[config.mk]
export PLATFORM = sky130hd
export DESIGN_NAME = vga_fb_arbiter_flat
export DESIGN_NICKNAME = d
export VERILOG_FILES = /design/src/rtl/vga_fb_arbiter_if.sv /design/src/rtl/vga_fb_arbiter.sv /design/src/flat_wrapper.sv
export SDC_FILE = /design/constraint.sdc
export NUM_CORES = 1
export LEC_CHECK = 0
export ABC_CLOCK_PERIOD_IN_PS = 2000
export BUFFER_PORTS_ARGS = -buffer_cell sky130_fd_sc_hd__buf_4
export CORE_MARGIN = 5
export CORE_UTILIZATION = 40
export DETAILED_ROUTE_END_ITERATION = 6
export PLACE_DENSITY = 0.72
export SKIP_LAST_GASP = 1
export SYNTH_ARGS = -nofsm -noshare
export SYNTH_HDL_FRONTEND = slang
export SYNTH_SLANG_ARGS = --single-unit
export TNS_END_PERCENT = 1
[constraint.sdc]
create_clock -name clock -period 2 [get_ports clock]
set_input_delay 0.4 -clock clock [delete_from_list [all_inputs] [get_ports clock]]
set_output_delay 0.4 -clock clock [all_outputs]
set_load 0.01 [all_outputs]
[src/rtl/vga_fb_arbiter_if.sv]
// Bundle of the display, CPU and framebuffer-RAM signals around vga_fb_arbiter.
// The slave modport is the arbiter's view; master is the surrounding requesters and RAM.
interface vga_fb_arbiter_if #(
  parameter int unsigned ADDR_W = 16,
  parameter int unsigned DATA_W = 8
);
  logic              disp_req;
  logic [ADDR_W-1:0] disp_addr;
  logic              disp_valid;
  logic [DATA_W-1:0] disp_data;
  logic              cpu_req;
  logic              cpu_we;
  logic [ADDR_W-1:0] cpu_addr;
  logic [DATA_W-1:0] cpu_wdata;
  logic              cpu_ack;
  logic [DATA_W-1:0] cpu_rdata;
  logic              cpu_starve;
  logic [ADDR_W-1:0] mem_addr;
  logic              mem_we;
  logic [DATA_W-1:0] mem_wdata;
  logic [DATA_W-1:0] mem_rdata;

  modport slave (
    input  disp_req, disp_addr, cpu_req, cpu_we, cpu_addr, cpu_wdata, mem_rdata,
    output disp_valid, disp_data, cpu_ack, cpu_rdata, cpu_starve,
           mem_addr, mem_we, mem_wdata
  );

  modport master (
    output disp_req, disp_addr, cpu_req, cpu_we, cpu_addr, cpu_wdata, mem_rdata,
    input  disp_valid, disp_data, cpu_ack, cpu_rdata, cpu_starve,
           mem_addr, mem_we, mem_wdata
  );
endinterface

[src/rtl/vga_fb_arbiter.sv]
// Single-port framebuffer arbiter: display fetch has absolute priority with fixed
// 2-cycle read latency; CPU req/ack accesses fill idle slots; starvation is flagged.
module vga_fb_arbiter #(
  parameter int unsigned ADDR_W     = 16,
  parameter int unsigned DATA_W     = 8,
  parameter int unsigned STARVE_MAX = 1024
) (
  input logic               clock,
  input logic               reset_n,
  vga_fb_arbiter_if.slave   bus
);

  localparam int unsigned CNT_W = $clog2(STARVE_MAX + 1);

  typedef enum logic [1:0] {
    TAG_NONE   = 2'd0,
    TAG_DISP   = 2'd1,
    TAG_CPU_RD = 2'd2,
    TAG_CPU_WR = 2'd3
  } tag_e;

  typedef enum logic {
    C_IDLE = 1'b0,
    C_BUSY = 1'b1
  } cstate_e;

  cstate_e           state_q, state_d;
  tag_e              tag1_q, tag1_d;
  tag_e              tag2_q, tag2_d;
  logic [ADDR_W-1:0] mem_addr_q, mem_addr_d;
  logic              mem_we_q, mem_we_d;
  logic [DATA_W-1:0] mem_wdata_q, mem_wdata_d;
  logic              disp_valid_q, disp_valid_d;
  logic [DATA_W-1:0] disp_data_q, disp_data_d;
  logic              cpu_ack_q, cpu_ack_d;
  logic [DATA_W-1:0] cpu_rdata_q, cpu_rdata_d;
  logic [CNT_W-1:0]  starve_cnt_q, starve_cnt_d;
  logic              cpu_starve_q, cpu_starve_d;
  logic              cpu_grant;

  // State and output registers
  always_ff @(posedge clock or negedge reset_n) begin
    if (!reset_n) begin
      state_q      <= C_IDLE;
      tag1_q       <= TAG_NONE;
      tag2_q       <= TAG_NONE;
      mem_addr_q   <= '0;
      mem_we_q     <= 1'b0;
      mem_wdata_q  <= '0;
      disp_valid_q <= 1'b0;
      disp_data_q  <= '0;
      cpu_ack_q    <= 1'b0;
      cpu_rdata_q  <= '0;
      starve_cnt_q <= '0;
      cpu_starve_q <= 1'b0;
    end else begin
      state_q      <= state_d;
      tag1_q       <= tag1_d;
      tag2_q       <= tag2_d;
      mem_addr_q   <= mem_addr_d;
      mem_we_q     <= mem_we_d;
      mem_wdata_q  <= mem_wdata_d;
      disp_valid_q <= disp_valid_d;
      disp_data_q  <= disp_data_d;
      cpu_ack_q    <= cpu_ack_d;
      cpu_rdata_q  <= cpu_rdata_d;
      starve_cnt_q <= starve_cnt_d;
      cpu_starve_q <= cpu_starve_d;
    end
  end

  // Slot arbitration, owner pipeline, CPU FSM and starve counter
  always_comb begin
    state_d      = state_q;
    tag1_d       = TAG_NONE;
    tag2_d       = tag1_q;
    mem_addr_d   = mem_addr_q;
    mem_we_d     = 1'b0;
    mem_wdata_d  = mem_wdata_q;
    disp_valid_d = 1'b0;
    disp_data_d  = disp_data_q;
    cpu_ack_d    = 1'b0;
    cpu_rdata_d  = cpu_rdata_q;
    starve_cnt_d = starve_cnt_q;
    cpu_starve_d = cpu_starve_q;

    // The edge on which ack is visible ignores cpu_req so a held request is not re-issued
    cpu_grant = !bus.disp_req && (state_q == C_IDLE) && bus.cpu_req && !cpu_ack_q;

    if (bus.disp_req) begin
      mem_addr_d = bus.disp_addr;
      tag1_d     = TAG_DISP;
    end else if (cpu_grant) begin
      mem_addr_d  = bus.cpu_addr;
      mem_we_d    = bus.cpu_we;
      mem_wdata_d = bus.cpu_wdata;
      tag1_d      = bus.cpu_we ? TAG_CPU_WR : TAG_CPU_RD;
      state_d     = C_BUSY;
    end

    // Stage-2 tag names the owner of the RAM data arriving this cycle
    case (tag2_q)
      TAG_DISP: begin
        disp_data_d  = bus.mem_rdata;
        disp_valid_d = 1'b1;
      end
      TAG_CPU_RD: begin
        cpu_rdata_d = bus.mem_rdata;
        cpu_ack_d   = 1'b1;
        state_d     = C_IDLE;
      end
      TAG_CPU_WR: begin
        cpu_ack_d = 1'b1;
        state_d   = C_IDLE;
      end
      default: ;
    endcase

    if (cpu_grant) begin
      starve_cnt_d = '0;
    end else if (bus.cpu_req && (state_q == C_IDLE) &&
                 (starve_cnt_q < CNT_W'(STARVE_MAX))) begin
      starve_cnt_d = starve_cnt_q + CNT_W'(1);
    end
    cpu_starve_d = (starve_cnt_d >= CNT_W'(STARVE_MAX));
  end

  assign bus.mem_addr   = mem_addr_q;
  assign bus.mem_we     = mem_we_q;
  assign bus.mem_wdata  = mem_wdata_q;
  assign bus.disp_valid = disp_valid_q;
  assign bus.disp_data  = disp_data_q;
  assign bus.cpu_ack    = cpu_ack_q;
  assign bus.cpu_rdata  = cpu_rdata_q;
  assign bus.cpu_starve = cpu_starve_q;

endmodule

[src/flat_wrapper.sv]
// flat-port wrapper written by rule: the top's interface ports become plain ports
module vga_fb_arbiter_flat 
#(
  parameter int unsigned ADDR_W     = 16,
  parameter int unsigned DATA_W     = 8,
  parameter int unsigned STARVE_MAX = 1024
)
  (clock, reset_n, bus_disp_req, bus_disp_addr, bus_cpu_req, bus_cpu_we, bus_cpu_addr, bus_cpu_wdata, bus_mem_rdata, bus_disp_valid, bus_disp_data, bus_cpu_ack, bus_cpu_rdata, bus_cpu_starve, bus_mem_addr, bus_mem_we, bus_mem_wdata);
  vga_fb_arbiter_if #(.ADDR_W(ADDR_W), .DATA_W(DATA_W)) bus_i ();
  input logic clock;
  input logic reset_n;
  input wire logic [$bits(bus_i.disp_req)-1:0] bus_disp_req;
  input wire logic [$bits(bus_i.disp_addr)-1:0] bus_disp_addr;
  input wire logic [$bits(bus_i.cpu_req)-1:0] bus_cpu_req;
  input wire logic [$bits(bus_i.cpu_we)-1:0] bus_cpu_we;
  input wire logic [$bits(bus_i.cpu_addr)-1:0] bus_cpu_addr;
  input wire logic [$bits(bus_i.cpu_wdata)-1:0] bus_cpu_wdata;
  input wire logic [$bits(bus_i.mem_rdata)-1:0] bus_mem_rdata;
  output wire logic [$bits(bus_i.disp_valid)-1:0] bus_disp_valid;
  output wire logic [$bits(bus_i.disp_data)-1:0] bus_disp_data;
  output wire logic [$bits(bus_i.cpu_ack)-1:0] bus_cpu_ack;
  output wire logic [$bits(bus_i.cpu_rdata)-1:0] bus_cpu_rdata;
  output wire logic [$bits(bus_i.cpu_starve)-1:0] bus_cpu_starve;
  output wire logic [$bits(bus_i.mem_addr)-1:0] bus_mem_addr;
  output wire logic [$bits(bus_i.mem_we)-1:0] bus_mem_we;
  output wire logic [$bits(bus_i.mem_wdata)-1:0] bus_mem_wdata;
  assign bus_i.disp_req = bus_disp_req;
  assign bus_i.disp_addr = bus_disp_addr;
  assign bus_i.cpu_req = bus_cpu_req;
  assign bus_i.cpu_we = bus_cpu_we;
  assign bus_i.cpu_addr = bus_cpu_addr;
  assign bus_i.cpu_wdata = bus_cpu_wdata;
  assign bus_i.mem_rdata = bus_mem_rdata;
  assign bus_disp_valid = bus_i.disp_valid;
  assign bus_disp_data = bus_i.disp_data;
  assign bus_cpu_ack = bus_i.cpu_ack;
  assign bus_cpu_rdata = bus_i.cpu_rdata;
  assign bus_cpu_starve = bus_i.cpu_starve;
  assign bus_mem_addr = bus_i.mem_addr;
  assign bus_mem_we = bus_i.mem_we;
  assign bus_mem_wdata = bus_i.mem_wdata;
  vga_fb_arbiter #(.ADDR_W(ADDR_W), .DATA_W(DATA_W), .STARVE_MAX(STARVE_MAX)) u_core (.clock(clock), .reset_n(reset_n), .bus(bus_i));
endmodule
==> metrics.yaml <==
placement:
  gp_congestion: 0.705
  placed_area_sq_mm: 0.00329
  dp_hpwl_um: 3930
  placement.io_buffers: 96
worst_setup_path:
  endpoint_kind: "flip-flop"
  r2r_cells: 3
  r2r-start: "u_core.state_q"
  r2r_end: "u_core.starve_cnt_q[7]"
  crit_path_end: "u_core.starve_cnt_q[7]"
  critPathMaxFanout: 9
  startpoint: "u_core.state_q"
  critPathArrivalTime_ns: 1.97
  path_class: "flip-flop to flip-flop"
  start_kind: "flip-flop"
  critPathRequiredTime_ns: 2.24
  rrSetupSlack_ns: 0.28
clocking:
  root_buffer: "clkbuf_8"
  post_cts_buffers: 0
  numCtsBuffers: 9
  cts_tree: "built"
  post_cts.resized_instances: 0
  hold_buffers: 0
  clkSinkCount: 59
  htreeDepth: 3
  clk_latency_ns: 0.32
  clock_path_buffers: 2
  clk_pin_slew_ns: 0.06
global_routing:
  grt_pass1_vias: 1863
  grt_overflow: 0
  grt_util_all_layers: 0.142
  grt_start_max_net_pins: 60
  grt_pass1_wl_um: 8650
  antenna_found_initial: 0
timing:
  tightestPinTransition_ns: 0.729
  fin_setup_tns_ns: 0
  finalHoldViolCount: 0
  maxSlewHeadroom: 0.514
  fin_crit_sh: 0.862
  final_max_slew_viol_count: 0
  grt_setup_unrepaired: "false"
  setup_viol: 0
  finalCriticalPeriod_ns: 1.72
  max_clock_freq_mhz: 580
  finClkSkew_ns: 0.00840
die:
  start_util: 0.417
  dieArea_sq_mm: 0.00792
  core_area_sq_mm: 0.00599
  die_w_um: 89.0
  die_y_um: 89.0
  pin_count: 97
  row_count: 28
finish:
  final_nets: 350
  drive_gt1_frac: 0.555
  fillers: 500
  final_cell_area_sq_mm: 0.00348
  synthToLayoutAreaGrowth_pct: 39.2
  n_antenna_cell: 0
synthesis:
  async_flop_share: 1.00
  ys_ff_latch: 59
  synthCells: 195
  synth_edf_count: 0
  yosys.area.top_type_share: 0.591
  synthTopCellsByArea: "dfrtp_1, mux2_2, nand2_1, or4_1, a21oi_1"
  synth_fp_nets: 249
  ys_seq_area_frac: 0.591
  ys_types: 30
  synth_top_area_cell: "dfrtp_1"
  synth_common_cells: "dfrtp_1, mux2_2, nand2_1"
  postSynthAreaPerCell_sq_um: 12.8
  post_synth_instance_area_sq_mm: 0.00250
  yosysWarnings: 0
  yosysMostFrequentCell: "dfrtp_1"
  ys_dominant_reg_cell: "dfrtp_1"
run:
  maxCapViolations: 0
route:
  drtPass1Iterations: 4
  drcViolationCount: 0
  postRouteAntennaNets: 0
  drt_iter0_drc: 83
  routedWlPerCell_um: 14.4
  vias: 1838
  vias_per_cell: 4.91
  routed_wl_um: 5370
pwr:
  p_leak_nw: 1.67
  powerDensity_mw_per_mm2: 1130
  peakVddDrop_mv: 0.563
min_path:
  min_path_type: "primary input to async pin"
run_status:
  status: "complete, no violations"
## flip-flops by register name (all words and copies together), names as in the netlist
register               flops
u_core.state_q             1
u_core.tag1_q              2
u_core.bus.cpu_rdata       8
u_core.tag2_q              2
u_core.bus.cpu_starve      1
u_core.bus.mem_addr       16
u_core.starve_cnt_q       10
u_core.bus.disp_data       8
u_core.bus.cpu_ack         1
u_core.bus.disp_valid      1
u_core.bus.mem_wdata       8
u_core.bus.mem_we          1
## through the flow
stage	total power, mW	cells	hold slack [ns]	util	setup WS (ns)
2_1_floorplan	2.32	195	0.104	-	0.348
3_3_place_gp	2.94	360	0.333	0.549	0.268
3_5_place_dp	2.99	360	0.340	0.549	0.213
4_1_cts	4.00	374	0.164	0.580	0.273
5_1_grt	4.20	374	0.200	0.580	0.200
6_report	3.93	374	0.136	0.580	0.275
## cell type report
type,count,area (sq um),share of cell area
Clock inverter,1,7.51,0.00216
Clock buffer,13,179,0.0515
Inverter,2,7.51,0.00216
Tap cell,75,93.8,0.0270
Multi-Input combinational cell,123,955,0.275
Sequential cell,59,1480,0.425
Timing Repair Buffer,101,758,0.218
## where the power goes
group / internal (mW) / switching (mW)
Sequential: 1.53 / 0.199
Combinational: 0.692 / 0.521
Clock: 0.572 / 0.425
## cells by family (layout without fill, tap and decap cells)
kind of cell / after synthesis / after routing / share of synthesized area
flops: 59 / 59 / 0.591
buf+inv: 13 / 117 / 0.0266
xor+xnor: 2 / 2 / 0.00702
simple gates: 58 / 58 / 0.117
compound gates: 12 / 12 / 0.0291
fa+ha+maj: 1 / 1 / 0.00501
mux: 50 / 50 / 0.224
## per-layer routing
layer / vias to the layer above / global-route usage / part of all wire
met1: 875 / 0.178 / 0.41
met2: 75 / 0.224 / 0.48
met5: - / 0 / 0
li1: 882 / - / -
met3: 6 / 0.0461 / 0.10
met4: 0 / 0.0677 / 0.011
## worst max-delay path: stages, from the launching register on
cell     delay (ns)
dfrtp_1        0.41
or3b_1         0.54
or4_1          0.54
a21oi_1        0.16
## cells in the final DEF, fill, tap and decap left out
master and n:
nand4_1 2, nand3_1 3, nor4_1 2, and2_1 1, clkinvlp_4 1, buf_4 101
or4_1 4, nor2_1 6, o21a_1 1, or2_2 1, nor3b_1 1, o21ai_0 2
or3b_1 1, nand2b_1 3, clkbuf_8 13, mux2i_1 2, a21oi_1 5, o211ai_1 1
nand2_1 30, mux2_2 48, or4b_4 1, inv_1 2, or3_2 1, ha_1 1
dfrtp_1 59, nand4bb_1 1, xor2_1 2, o31ai_1 3, or3_1 1
## how the worst min path moves through the flow
| stage | cells after the start | to | start | slack [ns] |
|---|---|---|---|---|
| floorplan | 0 | u_core.bus.cpu_ack | reset_n | 0.10 |
| global placement | 0 | u_core.tag2_q[0] | u_core.tag1_q[0] | 0.33 |
| detailed placement | 0 | u_core.tag2_q[1] | u_core.tag1_q[1] | 0.34 |
| CTS | 1 | u_core.bus.mem_addr[0] | reset_n | 0.16 |
| global route | 1 | u_core.bus.mem_addr[15] | reset_n | 0.20 |
| finish | 1 | u_core.bus.mem_addr[15] | reset_n | 0.14 |
Note: power is estimated with default switching activity, not from simulation.
